$ cat src/rtl/watch_pkg.sv
// Shared constants for the watch timebase: run-state encoding, reset divisor, decade terminals.
// Latency: n/a (declarations only).
// Backpressure: n/a.
package watch_pkg;

  typedef enum logic [1:0] {
    ST_IDLE  = 2'd0,
    ST_RUN   = 2'd1,
    ST_PAUSE = 2'd2
  } state_e;

  // 50 MHz / 50_000 = 1 kHz prescale period
  localparam int unsigned DIV_DEFAULT_VAL = 50_000;
  // Divisors below this cannot produce a distinct strobe cycle
  localparam int unsigned DIV_MIN         = 2;
  localparam int unsigned DEC_A_TERM      = 9;
  localparam int unsigned DEC_B_TERM      = 99;

endpackage

$ cat src/rtl/tick_sched_ctrl_if.sv
// Command, divisor-config and tick bundle between the watch controller and its users.
// Latency: n/a (wiring only).
// Backpressure: cfg_valid/cfg_ready handshake; commands and ticks are single-cycle strobes.
// Ports: start/pause/clear commands, cfg_valid/cfg_div/cfg_ready divisor offer,
//        tick_1k/tick_100/tick_1 strobes, 2-bit run state.
interface tick_sched_ctrl_if #(
  parameter int DIV_W = 32
);
  logic             start;
  logic             pause;
  logic             clear;
  logic             cfg_valid;
  logic [DIV_W-1:0] cfg_div;
  logic             cfg_ready;
  logic             tick_1k;
  logic             tick_100;
  logic             tick_1;
  logic [1:0]       state;

  modport master (
    output start, pause, clear, cfg_valid, cfg_div,
    input  cfg_ready, tick_1k, tick_100, tick_1, state
  );

  modport slave (
    input  start, pause, clear, cfg_valid, cfg_div,
    output cfg_ready, tick_1k, tick_100, tick_1, state
  );
endinterface

$ cat src/rtl/mod_n_counter.sv
// Modulo counter 0..term with enable, synchronous clear and async reset; wrap flags the terminal step.
// Latency: count updates on the enabled edge; wrap is combinational from count/en/clr.
// Backpressure: none; en simply holds the count.
// Ports: clk, rst, en, clr, term (terminal value), count, wrap.
module mod_n_counter #(
  parameter int W = 4
) (
  input  logic         clk,
  input  logic         rst,
  input  logic         en,
  input  logic         clr,
  input  logic [W-1:0] term,
  output logic [W-1:0] count,
  output logic         wrap
);

  // >= rather than == so a count left above a newly shortened terminal
  // (divisor changed while paused) returns to zero instead of running away.
  assign wrap = en && !clr && (count >= term);

  always_ff @(posedge clk or posedge rst) begin
    if (rst) begin
      count <= '0;
    end else if (clr) begin
      count <= '0;
    end else if (en) begin
      count <= wrap ? '0 : count + W'(1);
    end
  end

endmodule

$ cat src/rtl/tick_sched_ctrl.sv
// Watch timebase run control: IDLE/RUN/PAUSE sequencing, prescaler and 1k/100/1 Hz strobes.
// Latency: strobes and state registered, one cycle after the wrap/command edge.
// Backpressure: cfg_ready low while a divisor is shadowed; it drains at the next period boundary.
// Ports: CLOCK, RESET (async, active-high), bus (tick_sched_ctrl_if.slave).
module tick_sched_ctrl
  import watch_pkg::*;
#(
  parameter int          DIV_W       = 32,
  parameter int unsigned DIV_DEFAULT = DIV_DEFAULT_VAL
) (
  input  logic             CLOCK,
  input  logic             RESET,
  tick_sched_ctrl_if.slave bus
);

  state_e           st_q, st_d;
  logic             cnt_en, cnt_clr;
  logic [DIV_W-1:0] div_act, shadow_div, pre_cnt, cfg_clamped;
  logic             pend;
  logic             pre_wrap, a_wrap, b_wrap;
  logic [3:0]       a_cnt;
  logic [6:0]       b_cnt;
  logic             tick_1k_q, tick_100_q, tick_1_q;

  // Highest-priority asserted command is the only one acted on; a lower one
  // in the same cycle is dropped even if the higher one is a no-op.
  always_comb begin
    st_d    = st_q;
    cnt_en  = 1'b0;
    cnt_clr = bus.clear;
    case (st_q)
      ST_IDLE: begin
        if (!bus.clear && !bus.pause && bus.start) st_d = ST_RUN;
      end
      ST_RUN: begin
        // A pause sampled on this edge also freezes the counters on this edge.
        cnt_en = !bus.clear && !bus.pause;
        if (bus.clear)      st_d = ST_IDLE;
        else if (bus.pause) st_d = ST_PAUSE;
      end
      ST_PAUSE: begin
        if (bus.clear)                       st_d = ST_IDLE;
        else if (!bus.pause && bus.start)    st_d = ST_RUN;
      end
      default: begin
        st_d    = ST_IDLE;
        cnt_clr = 1'b1;
      end
    endcase
  end

  mod_n_counter #(.W(DIV_W)) u_pre (
    .clk(CLOCK), .rst(RESET), .en(cnt_en), .clr(cnt_clr),
    .term(div_act - DIV_W'(1)), .count(pre_cnt), .wrap(pre_wrap)
  );

  mod_n_counter #(.W(4)) u_dec_a (
    .clk(CLOCK), .rst(RESET), .en(pre_wrap), .clr(cnt_clr),
    .term(4'(DEC_A_TERM)), .count(a_cnt), .wrap(a_wrap)
  );

  mod_n_counter #(.W(7)) u_dec_b (
    .clk(CLOCK), .rst(RESET), .en(a_wrap), .clr(cnt_clr),
    .term(7'(DEC_B_TERM)), .count(b_cnt), .wrap(b_wrap)
  );

  assign cfg_clamped = (bus.cfg_div < DIV_W'(DIV_MIN)) ? DIV_W'(DIV_MIN) : bus.cfg_div;

  always_ff @(posedge CLOCK or posedge RESET) begin
    if (RESET) begin
      st_q       <= ST_IDLE;
      tick_1k_q  <= 1'b0;
      tick_100_q <= 1'b0;
      tick_1_q   <= 1'b0;
    end else begin
      st_q       <= st_d;
      tick_1k_q  <= pre_wrap;
      tick_100_q <= a_wrap;
      tick_1_q   <= b_wrap;
    end
  end

  // Shadow drains when the period in progress ends (RUN), immediately when not
  // running, or on clear. The old divisor still governs the wrap on that edge.
  always_ff @(posedge CLOCK or posedge RESET) begin
    if (RESET) begin
      div_act    <= DIV_W'(DIV_DEFAULT);
      shadow_div <= '0;
      pend       <= 1'b0;
    end else if (pend) begin
      if (bus.clear || st_q != ST_RUN || pre_wrap) begin
        div_act <= shadow_div;
        pend    <= 1'b0;
      end
    end else if (bus.cfg_valid) begin
      shadow_div <= cfg_clamped;
      pend       <= 1'b1;
    end
  end

  assign bus.state     = st_q;
  assign bus.cfg_ready = !pend;
  assign bus.tick_1k   = tick_1k_q;
  assign bus.tick_100  = tick_100_q;
  assign bus.tick_1    = tick_1_q;

  // IDLE is only entered through a counter clear and nothing counts while idle.
  a_idle_zero : assert property (@(posedge CLOCK) disable iff (RESET)
    (st_q == ST_IDLE) |-> (pre_cnt == '0 && a_cnt == '0 && b_cnt == '0));

endmodule

$ cat src/flat_wrapper.sv
// flat-port wrapper written by rule: the top's interface ports become plain ports
module tick_sched_ctrl_flat import watch_pkg::*;
#(
  parameter int          DIV_W       = 32,
  parameter int unsigned DIV_DEFAULT = DIV_DEFAULT_VAL
)
  (CLOCK, RESET, bus_start, bus_pause, bus_clear, bus_cfg_valid, bus_cfg_div, bus_cfg_ready, bus_tick_1k, bus_tick_100, bus_tick_1, bus_state);
  tick_sched_ctrl_if #(.DIV_W(DIV_W)) bus_i ();
  input  logic CLOCK;
  input  logic RESET;
  input wire logic [$bits(bus_i.start)-1:0] bus_start;
  input wire logic [$bits(bus_i.pause)-1:0] bus_pause;
  input wire logic [$bits(bus_i.clear)-1:0] bus_clear;
  input wire logic [$bits(bus_i.cfg_valid)-1:0] bus_cfg_valid;
  input wire logic [$bits(bus_i.cfg_div)-1:0] bus_cfg_div;
  output wire logic [$bits(bus_i.cfg_ready)-1:0] bus_cfg_ready;
  output wire logic [$bits(bus_i.tick_1k)-1:0] bus_tick_1k;
  output wire logic [$bits(bus_i.tick_100)-1:0] bus_tick_100;
  output wire logic [$bits(bus_i.tick_1)-1:0] bus_tick_1;
  output wire logic [$bits(bus_i.state)-1:0] bus_state;
  assign bus_i.start = bus_start;
  assign bus_i.pause = bus_pause;
  assign bus_i.clear = bus_clear;
  assign bus_i.cfg_valid = bus_cfg_valid;
  assign bus_i.cfg_div = bus_cfg_div;
  assign bus_cfg_ready = bus_i.cfg_ready;
  assign bus_tick_1k = bus_i.tick_1k;
  assign bus_tick_100 = bus_i.tick_100;
  assign bus_tick_1 = bus_i.tick_1;
  assign bus_state = bus_i.state;
  tick_sched_ctrl #(.DIV_W(DIV_W), .DIV_DEFAULT(DIV_DEFAULT)) u_core (.CLOCK(CLOCK), .RESET(RESET), .bus(bus_i));
endmodule
$ cat config.mk
export PLATFORM = sky130hd
export DESIGN_NAME = tick_sched_ctrl_flat
export DESIGN_NICKNAME = d
export VERILOG_FILES = /design/src/rtl/watch_pkg.sv /design/src/rtl/tick_sched_ctrl_if.sv /design/src/rtl/mod_n_counter.sv /design/src/rtl/tick_sched_ctrl.sv /design/src/flat_wrapper.sv
export SDC_FILE = /design/constraint.sdc
export NUM_CORES = 1
export LEC_CHECK = 0
export CORE_ASPECT_RATIO = 1.5
export CORE_MARGIN = 2
export CORE_UTILIZATION = 50
export DETAILED_ROUTE_END_ITERATION = 16
export GPL_ROUTABILITY_DRIVEN = 0
export GPL_TIMING_DRIVEN = 0
export PLACE_DENSITY = 0.69
export RECOVER_POWER = 50
export SLEW_MARGIN = 20
export SYNTH_ARGS = -nofsm -noshare
export SYNTH_HDL_FRONTEND = slang
export SYNTH_SLANG_ARGS = --single-unit
$ cat constraint.sdc
create_clock -name CLOCK -period 6.5 [get_ports CLOCK]
set_input_delay 1.3 -clock CLOCK [delete_from_list [all_inputs] [get_ports CLOCK]]
set_output_delay 1.3 -clock CLOCK [all_outputs]
set_load 0.01 [all_outputs]
==> results by stage, run 1 <==
Global route:
- The initial antenna violation count is 0.
- The global-route usage over all layers is 21.97%.
- The met1 capacity usage during global routing is about a quarter.
- After global routing, the most crowded layer is met2.
- For met2 alone, demand over resource in global routing was 40.76%.
- The via count of the first global-routing pass is ~5000.
- The first global-routing pass estimated 24.13 mm of wire.
- The met3 track utilization from global routing is about 4.3%.
- For this run the aggregate overflow at the end of global routing stands at 0.
- Entering global routing, the biggest net connects slightly below 80 pins.

Critical path:
- The worst-path cell with the longest stage delay is sky130_fd_sc_hd__nor4_1.
- The reg-to-reg setup timing slack is ~1.6 ns.
- The kind of critical path is flop to flop.
- The most numerous cell type found on the critical path is sky130_fd_sc_hd__nand4_1.
- The worst setup path is launched from a flop.
- Along the worst path, the maximum fanout reaches 10.
- The data required time at the worst endpoint is a little under 7 ns.
- The endpoint class of the critical path is a flop.
- The signal on the critical path passes through nor4_2 -> nand4_1 -> or4_4 -> nand2b_4 -> nor4_4 -> xnor2_1 -> ha_1 -> nand4_1 -> nor4_1 -> nand2_1 -> a31oi_4 -> o31ai_4 -> buf_6 -> mux2_4.
- For the worst setup path, the data arrival time is 5.18 ns.
- The critical path's largest stage delay is approximately 0.67 ns.

Clock tree:
- The total clock buffers created by CTS is 17.
- Clock-pin slew was measured on the worst setup and hold paths at approximately 0.060 ns.
- Counting every sink on the clock net gives 113.
- The clock tree from TritonCTS is yes.
- Once the clock tree was built, the resizer swapped 0 gates to a different size.
- The maximum buffer depth of the clock tree is 2.
- The H-tree generated during clock tree synthesis spans 4 levels.
- Clock tree synthesis selected as its root buffer the cell sky130_fd_sc_hd__clkbuf_16.
- Buffers added to address setup during post-CTS repair amount to 0.
- After clock tree synthesis, the flow added hold-fix buffers numbering 0.
- The later pin in the worst-skew pair is clocked with a latency of between 0.4 and 0.5 ns.

Timing:
- The setup violation total in the final timing report is 0.
- For the final routed database, the setup TNS stands at 0 ns.
- In the finished design, the share of the clock period the worst path needs comes to 75.26%.
- The number of hold-slack violations in the final timing report is 0.
- For the pin with the worst max-slew slack, the measured transition is 1.878 ns.
- The routed design could run at a clock period as short as approximately 4.9 ns.
- Setup repair after global routing left no endpoint under its margin.
- The maximum achievable frequency is roughly 200 MHz.
- The number of max-slew violations in the final report was roughly 120.
- The final clock skew is 0.01730 ns.
- The max-slew headroom at the worst pin is -25.19%.

Yosys:
- The cell area that synthesis handed to floorplanning was between 0.006 and 0.007 mm².
- The distinct cell type count after synthesis is 64.
- The number of warnings printed during yosys synthesis is 0.
- The synthesized flop and latch total is between 100 and 150.
- The number of nets in the synthesized netlist is between 600 and 700.
- The count of flip-flops with a built-in enable after synthesis is 0.
- The mean post-synth cell area is roughly 11 µm².
- The prevailing post-synth register cell is sky130_fd_sc_hd__dfrtp_1.
- The share of synthesized registers carrying an async set or reset is between 90% and 100%.
- The register area share after synthesis is 43.31%.
- The cell count after synthesis came out at between 500 and 600.

Routing:
- The final routed wirelength across all metal layers is 14.80 mm.
- For this run, design rule violations remaining after detail routing come to 0.
- The antenna violation net count after detailed routing is 0.
- The first detailed-routing pass ran for 4 iterations.
- After detailed routing, the average wire length per cell comes to about 18 µm.
- The routed via count is approximately 4800.
- Dividing the detail-routed via count by the number of cells gives slightly below 6.
- After the first detailed-routing iteration, the DRC count stood at 200.

Finish:
- The area overhead of the layout relative to synthesis is 19.17%.
- Fill cells in the final layout number around 1100.
- The area of the multi-input gates is approximately 0.0035 mm².
- In the final layout, the share of cells above drive strength 1 is about a fifth.
- The fraction of the core area covered by cells at the end of the flow is about three fifths.
- The total number of nets in the final design is 730.
- Registers take between 0.002 and 0.003 mm².
- The repair_antennas step left the layout with diodes totalling 0.

Die:
- The initial standard-cell utilization of the core is about 50%.
- The floorplan step defined a die boundary enclosing around 0.014 mm².
- The initialized floorplan defines just over 50 standard-cell rows.
- The die outline width is 97.43 µm.
- The floorplan core area is 0.01289 mm².
- The I/O pin count is 44.
- The die height is about 140 µm.

Power:
- The power per cell area is a little under 300 mW/mm².
- In this run the static leakage power is around 3.2 nW.
- The maximum resistive drop on vdd is 0.0002215 V.

Outcome:
- The run finished, with violations left.
- The checks that failed: capacitance limit, slew limit.

Min path:
- The path class of the tightest hold or removal check is flop to flop.

Placement:
- In this run the tool buffered the top-level ports with 43 buffer cells.
- The placed wire-length estimate after detailed placement is roughly 11 mm.

Job:
- Across the run, the number of max-cap violations was 2.
metrics by stage:
stage	cell area, µm²	setup slack, ns	power (mW)	hold WS, ns	std cells
2_1_floorplan	6546	2.223	1.181	0.4563	591
3_3_place_gp	7176	0.6037	1.271	0.4748	793
3_5_place_dp	7208	1.787	1.296	0.4919	794
4_1_cts	7821	1.638	2.277	0.5049	826
5_1_grt	7801	1.369	2.360	0.5209	826
6_report	7801	1.608	2.260	0.5038	826
cell families after synthesis:
kind of cell / after synthesis / share of synthesized area, %
adders and majority gates: 38 / 7.263
AOI/OAI and AO/OA: 69 / 8.028
and+or+nand+nor: 209 / 18.12
muxes: 64 / 12.52
DFF: 113 / 43.31
xor gates and xnor gates: 60 / 8.028
buffers and inverters: 38 / 2.733
worst max-delay path, delay by kind of cell, from the launching register on:
| kind | cells | cell delay [ns] |
|---|---|---|
| buf+inv | 1 | 0.21 |
| fa+ha+maj | 1 | 0.35 |
| flops | 1 | 0.45 |
| compound gates | 2 | 0.43 |
| mux | 1 | 0.30 |
| xor+xnor | 1 | 0.13 |
| simple gates | 8 | 2.89 |
layout make-up:
cell class              instances  share of cell area (%)
clock inverters                10                   2.037
well taps                     159                   2.550
clock buffers                  22                   5.822
inverters                      18                  0.8821
flip-flops and latches        113                   36.34
plain buffers                  20                   1.427
repair buffers                 44                   5.581
multi-input cells             440                   45.36
cell usage in the layout, fill, tap and decap left out, types with 4 or more instances in the layout:
cell type / count
sky130_fd_sc_hd__buf_2: 5
sky130_fd_sc_hd__xor2_1: 21
sky130_fd_sc_hd__nand2_1: 35
sky130_fd_sc_hd__inv_1: 17
sky130_fd_sc_hd__clkbuf_16: 17
sky130_fd_sc_hd__ha_1: 38
sky130_fd_sc_hd__or2_2: 4
sky130_fd_sc_hd__nor4_1: 18
sky130_fd_sc_hd__o21ai_0: 12
sky130_fd_sc_hd__dlygate4sd3_1: 4
sky130_fd_sc_hd__nand4_1: 21
sky130_fd_sc_hd__mux2_4: 27
sky130_fd_sc_hd__clkbuf_1: 14
sky130_fd_sc_hd__bufinv_16: 4
sky130_fd_sc_hd__nor2_1: 24
sky130_fd_sc_hd__a21oi_1: 16
sky130_fd_sc_hd__and3_1: 5
sky130_fd_sc_hd__xnor2_1: 39
sky130_fd_sc_hd__mux2_2: 35
sky130_fd_sc_hd__clkdlybuf4s50_1: 39
sky130_fd_sc_hd__dfrtp_1: 107
sky130_fd_sc_hd__nor3_1: 49
sky130_fd_sc_hd__o211ai_1: 7
sky130_fd_sc_hd__nand2b_1: 4
sky130_fd_sc_hd__nand3_1: 21
sky130_fd_sc_hd__nor4_2: 5
sky130_fd_sc_hd__dfstp_2: 6
where the power goes:
group | internal (mW) | leakage (nW) | switching, mW
registers | 0.805 | 1.42 | 0.113
clock network | 0.649 | 0.294 | 0.322
logic | 0.214 | 1.46 | 0.156
path summary, 6_finish.rpt:
kind	start	endpoint	cells after the start
setup / recovery	u_core.div_act[7]	u_core.div_act[27]	14
hold / removal	u_core.shadow_div[20]	u_core.div_act[20]	1
setup reg to reg	u_core.div_act[7]	u_core.div_act[27]	14
hold reg to reg	u_core.shadow_div[20]	u_core.div_act[20]	1
max in group asynchronous	RESET	u_core.u_dec_b.count[5]	3
min in group asynchronous	RESET	u_core.shadow_div[22]	2
routing by layer:
layer  vias up  part of all wire (%)
met4         0                   3.2
met5         -                     0
met2       118                    54
met3        35                   3.1
met1      2374                    40
li1       2301                     -
synth_stat cells (all sizes together), types with 19 or more instances:
cell,n,area [µm²]
nor4,25,211.5
nand3,21,105.1
xor2,21,183.9
nor3,50,255.3
a21oi,19,106.4
dfrtp,107,2678
mux2,62,799.5
nand2,35,131.4
nand4,21,131.4
xnor2,39,341.6
nor2,25,96.35
ha,38,475.5
registers in the layout, summed over array words and instances (netlist names):
register              flops
u_core.shadow_div        32
u_core.bus.tick_1k        1
u_core.u_pre.count       32
u_core.div_act           32
u_core.bus.tick_1         1
u_core.bus.tick_100       1
u_core.bus.state          2
u_core.u_dec_a.count      4
u_core.pend               1
u_core.u_dec_b.count      7
(Power assumes the default switching activity.)
==> run 2, diff against run 1 <==
- clock period: 6.5 -> 4.8 ns (I/O delays scaled with it)
==> results by stage, run 2 (synthesis results as in run 1) <==
Outcome:
- The run finished, with violations left.
- The checks that failed: capacitance limit, slew limit.

Critical path:
- For this design, the slowest cell found on the critical path is sky130_fd_sc_hd__nor4_2.
- Data on the critical path arrives at its endpoint at 4.85 ns.
- The maximum fanout along the worst path is 10.
- The reg-to-reg critical path startpoint is u_core.div_act[7].
- The critical path's largest stage delay is 0.50 ns.
- The worst register-to-register path has a depth of 15.
- In this run the number of cells on the critical path is 15.
- The number of buffers and inverters on the critical path is 2.
- The cell repeated most along the worst path is sky130_fd_sc_hd__nand4_1.
- The launching element type of the critical path is a flop.
- The reg-to-reg setup timing slack is 0.24 ns.
- Data on the critical path is required at its endpoint by roughly 5.1 ns.
- The family with the most delay on the worst path is simple AND/OR/NAND/NOR gates.
- The worst setup path is captured at a flop.
- The worst register-to-register path ends at u_core.div_act[17].
- The critical path in this run is classified as flop to flop.
- The signal on the critical path passes through nor4_2 -> nand4_1 -> or4_4 -> nand2b_4 -> nor4_4 -> xnor2_1 -> ha_1 -> nand4_1 -> nor2_1 -> a211oi_1 -> a21oi_2 -> o31ai_4 -> buf_12 -> buf_6 -> mux2_2.

Routing:
- After detailed routing, the total wire length is about 15 mm.
- The number of design rule violations left after detail routing is 0.
- The routed via count divided by cell count is 5.861.
- The mean routed wirelength per cell is ~18 µm.
- The routed via count is between 4000 and 5000.
- The first detailed-routing pass ran for 4 iterations.
- The count of nets left with antenna violations once routing finished came out at 0.
- After the first detailed-routing iteration, the DRC count stood at between 200 and 250.

Job:
- The number of max-capacitance violations reported is 2.

Timing:
- The final clock skew is about 0.016 ns.
- Headroom to the max-slew limit came out at -24.73%.
- Setup repair after global routing left no endpoint under its margin.
- The final critical path time including I/O delays and setup is roughly 4.6 ns.
- The number of hold-slack violations in the final timing report is 0.
- In the post-route analysis, the smallest setup slack over all paths is between 0.2 and 0.25 ns.
- The number of max-slew violations in the final report came to around 120.
- Of the available clock period, the critical path in the final layout requires about 95%.
- Setup violations remaining at the end of the flow were counted as 0.
- The total negative slack is 0 ns.
- For the pin with the worst max-slew slack, the measured transition is about 1.9 ns.
- The maximum achievable frequency is approximately 220 MHz.

Finish:
- The share of final-layout standard cells stronger than drive strength 1 is 21.19%.
- In the final layout, the registers with the most flip-flops are u_core.div_act: 32 flops, u_core.shadow_div: 32 flops, u_core.u_pre.count: 32 flops.
- After the last flow step, the layout net total stands at between 700 and 800.
- The most common library cell in the layout ignoring fill and taps is sky130_fd_sc_hd__dfrtp_1.
- The count of non-filler cells in the finished layout is 829.
- The repair_antennas step left the layout with diodes totalling 0.
- Leaving out fill and tap cells, the most frequent cells in the layout are sky130_fd_sc_hd__dfrtp_1, sky130_fd_sc_hd__nor3_1, sky130_fd_sc_hd__xnor2_1, sky130_fd_sc_hd__clkdlybuf4s50_1, sky130_fd_sc_hd__ha_1.
- The area overhead of the layout relative to synthesis is 20.13%.
- The fraction of the core area covered by cells at the end of the flow is around three fifths.
- Counting the fill cells in the layout gives roughly 1000.

Global route:
- Entering global routing, the biggest net connects between 70 and 80 pins.
- The first global-routing pass estimated 24.17 mm of wire.
- The initial antenna violation count is 0.
- The via count of the first global-routing pass is 4958.
- The global-route usage over all layers is approximately 22%.
- Global routing finished with a remaining overflow of 0.

Clock tree:
- Clock-pin slew was measured on the worst setup and hold paths at about 0.060 ns.
- The clock network latency to the later pin of the worst-skew pair is about 0.42 ns.
- The number of buffers inserted by hold repair at cts is 0.
- The count of H-tree levels built during CTS is 4.
- The total clock buffers created by CTS is 17.
- In this run the deepest clock path goes through 2 buffers.
- TritonCTS built the clock tree.
- The buffer cell driving the clock tree root is sky130_fd_sc_hd__clkbuf_16.
- The number of sinks on the clock net is 113.

Min path:
- The worst hold path terminates at u_core.div_act[20].
- The start point of the worst min-delay path is u_core.shadow_div[20].
- The cell count of the worst hold path is 1.
- The tightest min-delay check is of the flop to flop type.

Placement:
- After legalization and detailed placement, the total HPWL measured 10.89 mm.
- Prior to clock tree synthesis, the placed netlist has a worst setup slack of 0.08732 ns.
- In this run the tool buffered the top-level ports with 43 buffer cells.
- The number of placed instances, taps included, is between 700 and 800.

Die:
- The die is roughly 140 µm tall.
- The floorplan step defined a core boundary enclosing between 0.01 and 0.015 mm².
- The initial standard-cell utilization of the core is about half.
- 44 I/O pins were placed.
- The floorplan die area is 0.01404 mm².
- The number of cell rows is between 50 and 60.
- The die outline width is approximately 97 µm.

Power:
- VDD sags by at most between 0.0003 and 0.0004 V.
- The total design power is 3.067 mW.
- The standby leakage power is between 3 and 4 nW.
- Dividing total power by cell area gives a power density of between 300 and 400 mW/mm².
## run 2: cell types whose count changed in the layout (fill, tap and decap cells not counted), sizes merged
cell	previous run	this run
buf	10	13
## run 2: cell type report
cell class / count / area [µm²] / share of cell area, %
Buffer: 20 / 111.4 / 1.416
Clock buffer: 22 / 454.2 / 5.776
Clock inverter: 10 / 158.9 / 2.021
Inverter: 18 / 68.82 / 0.8751
Multi-Input combinational cell: 440 / 3566 / 45.35
Sequential cell: 113 / 2835 / 36.05
Tap cell: 159 / 198.9 / 2.530
Timing Repair Buffer: 47 / 470.5 / 5.982
## run 2: metal layers
layer  share of wire, %  vias to the layer above  GRT usage (%)
li1                   -                     2312              -
met1                 39                     2383          23.88
met2                 55                      131          40.94
met3                3.4                       33          4.253
met4                3.2                        0          10.82
met5                  0                        -              0
## run 2: worst register-to-register path: cells and delay by family, from the launching register on
family,cells,cell delay (ns)
fa+ha+maj,1,0.32
xor+xnor,1,0.19
mux,1,0.35
simple gates,7,1.97
flops,1,0.45
buf+inv,2,0.33
compound gates,3,0.83
## run 2: repair_timing
item                       in CTS  in global routing
gates cloned                    0                  0
gates resized for setup         0                  6
setup endpoints to repair      31                 70
pin swaps                       1                  2
buffers inserted                1                  2
## run 2: metrics by stage
stage	cell area (µm²)	hold WS (ns)
2_1_floorplan	6546	0.4563
3_3_place_gp	7176	0.4748
3_5_place_dp	7208	0.4919
4_1_cts	7829	0.5049
5_1_grt	7864	0.5209
6_report	7864	0.5033
## run 2: where the power goes
part | switching (mW) | internal [mW]
combinational | 0.216 | 0.293
sequential | 0.153 | 1.09
clock | 0.435 | 0.879
## run 2: worst max path at each step
stage | startpoint | endpoint | slack, ns
after floorplan | u_core.div_act[19] | u_core.div_act[16] | 0.75
after global placement | RESET | u_core.bus.tick_1k | -0.76
after detailed placement | u_core.div_act[2] | u_core.div_act[17] | 0.09
after CTS | u_core.div_act[7] | u_core.div_act[17] | 0.02
after global routing | u_core.div_act[7] | u_core.div_act[17] | 0.03
final | u_core.div_act[7] | u_core.div_act[17] | 0.24
==> run 3, diff against run 2 <==
- ABC_CLOCK_PERIOD_IN_PS: unset -> 4800
- CORE_ASPECT_RATIO: 1.5 -> 0.9
==> results by stage, run 3 (synthesis results as in run 1) <==
Min path:
- The end of the worst hold path is u_core.shadow_div[0].
- Counting instances, the worst hold path has a depth of 1.
- The start point of the worst min-delay path is u_core.shadow_div[0].
- The worst hold path belongs to the class flop to flop.

Finish:
- Measured on the finished design, the core utilization comes to around three fifths.
- Relative to the synthesized area, the layout overhead comes to 20.20%.
- In the layout the commonest cells are sky130_fd_sc_hd__dfrtp_1, sky130_fd_sc_hd__nor3_1, sky130_fd_sc_hd__xnor2_1, sky130_fd_sc_hd__clkdlybuf4s50_1, sky130_fd_sc_hd__ha_1.
- In the final layout, the registers with the most flip-flops are u_core.div_act: 32 flops, u_core.shadow_div: 32 flops, u_core.u_pre.count: 32 flops.
- The most common library cell in the layout ignoring fill and taps is sky130_fd_sc_hd__dfrtp_1.
- The number of antenna diodes in the final layout is 0.
- The total number of nets in the final design is roughly 740.
- Cells with a size suffix above 1 make up 22.17% of the layout.

Critical path:
- The critical path is of the flop to flop type.
- The worst setup path is captured at a flop.
- The worst endpoint data arrival time is 4.80 ns.
- The largest single stage delay on the critical path is approximately 0.5 ns.
- The launching element type of the critical path is a flop.
- Counting both buffers and inverters, the worst setup path holds a total of 2.
- The worst reg2reg path endpoint is u_core.div_act[16].
- The number of cell instances on the worst register-to-register path is 15.
- The signal on the critical path passes through or3_1 -> or2_2 -> or4_4 -> nand2b_4 -> nor4_4 -> xnor2_1 -> ha_1 -> nand4_1 -> nor3_1 -> a2bb2oi_1 -> a21oi_2 -> o31ai_4 -> buf_12 -> buf_6 -> mux2_2.
- The startpoint identified for the worst register-to-register timing path is u_core.div_act[19].
- The family with the most delay on the worst path is simple AND/OR/NAND/NOR gates.
- In this run the register-to-register setup slack is roughly 0.3 ns.
- The maximum fanout along the worst path is 10.
- On the critical path, the stage with the largest delay is an instance of sky130_fd_sc_hd__or4_4.
- The data required time at the worst endpoint is 5.10 ns.

Timing:
- The final clock skew is 0.008755 ns.
- The setup violation total in the final timing report is 0.
- For the pin with the worst max-slew slack, the measured transition is roughly 2.0 ns.
- Setup repair after global routing left no endpoint under its margin.
- After layout, the minimum clock period comes to around 4.5 ns.
- The number of max-slew violations in the final report is 84.
- The number of hold-slack violations in the final timing report is 0.
- Hold timing on the final database bottoms out at a slack of a little under 0.5 ns.
- The worst path uses between 90% and 100% of the clock period.
- The maximum achievable frequency is around 220 MHz.
- The max-slew headroom at the worst pin is -36.63%.

Routing:
- The mean routed wirelength per cell is 17.63 µm.
- Dividing the detail-routed via count by the number of cells gives about 5.8.
- For this block, the via count after detailed routing is between 4000 and 5000.
- After detailed routing, the number of remaining DRC violations is 0.
- The number of DRC markers after the initial detailed-route iteration is about 250.
- The detail route stage leaves a number of antenna-violating nets equal to 0.
- For this block, the routed nets add up to 14.74 mm of wire.
- The number of search-and-repair iterations in the first detailed-routing pass is 4.

Power:
- The share of total power dissipated in sequential elements is between 40% and 50%.
- The switching component of the power is between 0.8 and 0.9 mW.
- The switching part of the total power is ~28%.
- The maximum resistive drop on vdd is roughly 0.0003 V.
- In this run the power density over the cells is slightly below 400 mW/mm².
- The clock network accounts for between 40% and 50% of the total power.
- The standby leakage power is roughly 3.2 nW.
- The part of the total power dissipated in combinational logic is roughly 17%.
- The total design power is around 3.0 mW.
- Internal power comes to 2.186 mW.

Clock tree:
- Clock latency on the worst-skew pair, taken at its later pin, is approximately 0.43 ns.
- The H-tree was split into 4 levels.
- The clock-pin slew of the registers on the worst-case setup and hold paths is roughly 0.06 ns.
- Hold repair after CTS inserted 0 buffers.
- The number of clock buffers added by TritonCTS is 17.
- No sink is reached through more buffers than the 2 on the longest clock path.
- Counting every sink on the clock net gives ~110.
- The clock tree from TritonCTS is yes.
- The buffer cell driving the clock tree root is sky130_fd_sc_hd__clkbuf_16.

Global route:
- The maximum number of pins on one net before global-route repair is 84.
- The initial antenna violation count is 0.
- The via count of the first global-routing pass is 4886.
- Global routing consumed, over all layers together, 22.30% of the routing resources.
- The total global routing overflow is 0.
- The first global-routing pass estimated around 25 mm of wire.

Die:
- Once the floorplan was initialized, standard cells occupied 51.40% of the core.
- The core region is between 0.01 and 0.015 mm².
- In this run the vertical extent of the chip is roughly 110 µm.
- The floorplan step defined a die boundary enclosing 0.01402 mm².
- The I/O pin count is 44.
- The die is ~120 µm wide.
- In this run the core area contains 39 standard-cell rows.

Outcome:
- The flow ran to the end, but the final reports show violations.
- The final reports fail on capacitance limit, slew limit.

Placement:
- The placed wire-length estimate after detailed placement is 10.64 mm.
- The total of buffers placed on input and output ports is 43.

Job:
- The number of max-capacitance violations reported is 1.
-- run 3: changes by cell type in the layout (fill, tap and decap cells not counted) --
cell	change
sky130_fd_sc_hd__o21ai_1	-1
sky130_fd_sc_hd__nor4_4	-1
sky130_fd_sc_hd__clkinv_2	-1
sky130_fd_sc_hd__buf_4	+2
sky130_fd_sc_hd__clkbuf_1	-4
sky130_fd_sc_hd__a211oi_1	-1
sky130_fd_sc_hd__clkinv_4	+2
sky130_fd_sc_hd__clkbuf_8	+2
sky130_fd_sc_hd__nor4_2	+1
sky130_fd_sc_hd__bufinv_16	-2
sky130_fd_sc_hd__clkinvlp_4	+3
sky130_fd_sc_hd__a211oi_2	+1
sky130_fd_sc_hd__o21ai_0	+1
-- run 3: how the worst max path moves through the flow --
stage / startpoint / endpoint / slack, ns / depth (start not counted)
finish: u_core.div_act[19] / u_core.div_act[16] / 0.30 / 15
global route: u_core.div_act[2] / u_core.div_act[17] / 0.06 / 16
CTS: u_core.div_act[2] / u_core.div_act[16] / 0.006 / 14
detailed placement: u_core.div_act[2] / u_core.div_act[16] / 0.05 / 14
global placement: RESET / u_core.bus.state[0] / -0.73 / 2
floorplan: u_core.div_act[19] / u_core.div_act[16] / 0.75 / 14
-- run 3: per-stage QoR --
step,TNS [ns],cell area [µm²],std cells,worst slack (ns)
2_1_floorplan,0,6546,591,0.7536
3_3_place_gp,-76.82,7182,798,-0.7252
3_5_place_dp,0,7214,799,0.04627
4_1_cts,0,7815,831,0.005869
5_1_grt,0,7869,836,0.06248
6_report,0,7869,836,0.3032
-- run 3: area by class of cell --
type                    count  area (µm²)
fillers                  1010        4867
multi-input cells         440        3562
flip-flops and latches    113        2835
repair buffers             49       485.5
clock buffers              20       466.7
well taps                 164       205.2
clock inverters            12       133.9
plain buffers              20       111.4
inverters                  18       68.82
-- run 3: routing by layer --
metal / GRT usage, % / vias up / part of all wire, %
li1: - / 2314 / -
met1: 29.65 / 2404 / 47
met2: 35.48 / 110 / 47
met3: 6.006 / 21 / 4.0
met4: 7.865 / 0 / 2.0
met5: 0 / - / 0
-- run 3: power by group through the flow --
stage / Combinational (mW) / Sequential [mW] / Clock [mW]
global route: 0.565 / 1.27 / 1.33
finish: 0.509 / 1.25 / 1.27
detailed placement: 0.504 / 1.26 / 0
global placement: 0.480 / 1.24 / 0
CTS: 0.512 / 1.24 / 1.28
floorplan: 0.390 / 1.21 / 0
-- run 3: what timing repair did --
action / 4_1_cts / 5_1_grt
gates resized for setup: 0 / 5
setup endpoints to repair: 25 / 69
pin swaps: 2 / 3
setup buffers: 0 / 5
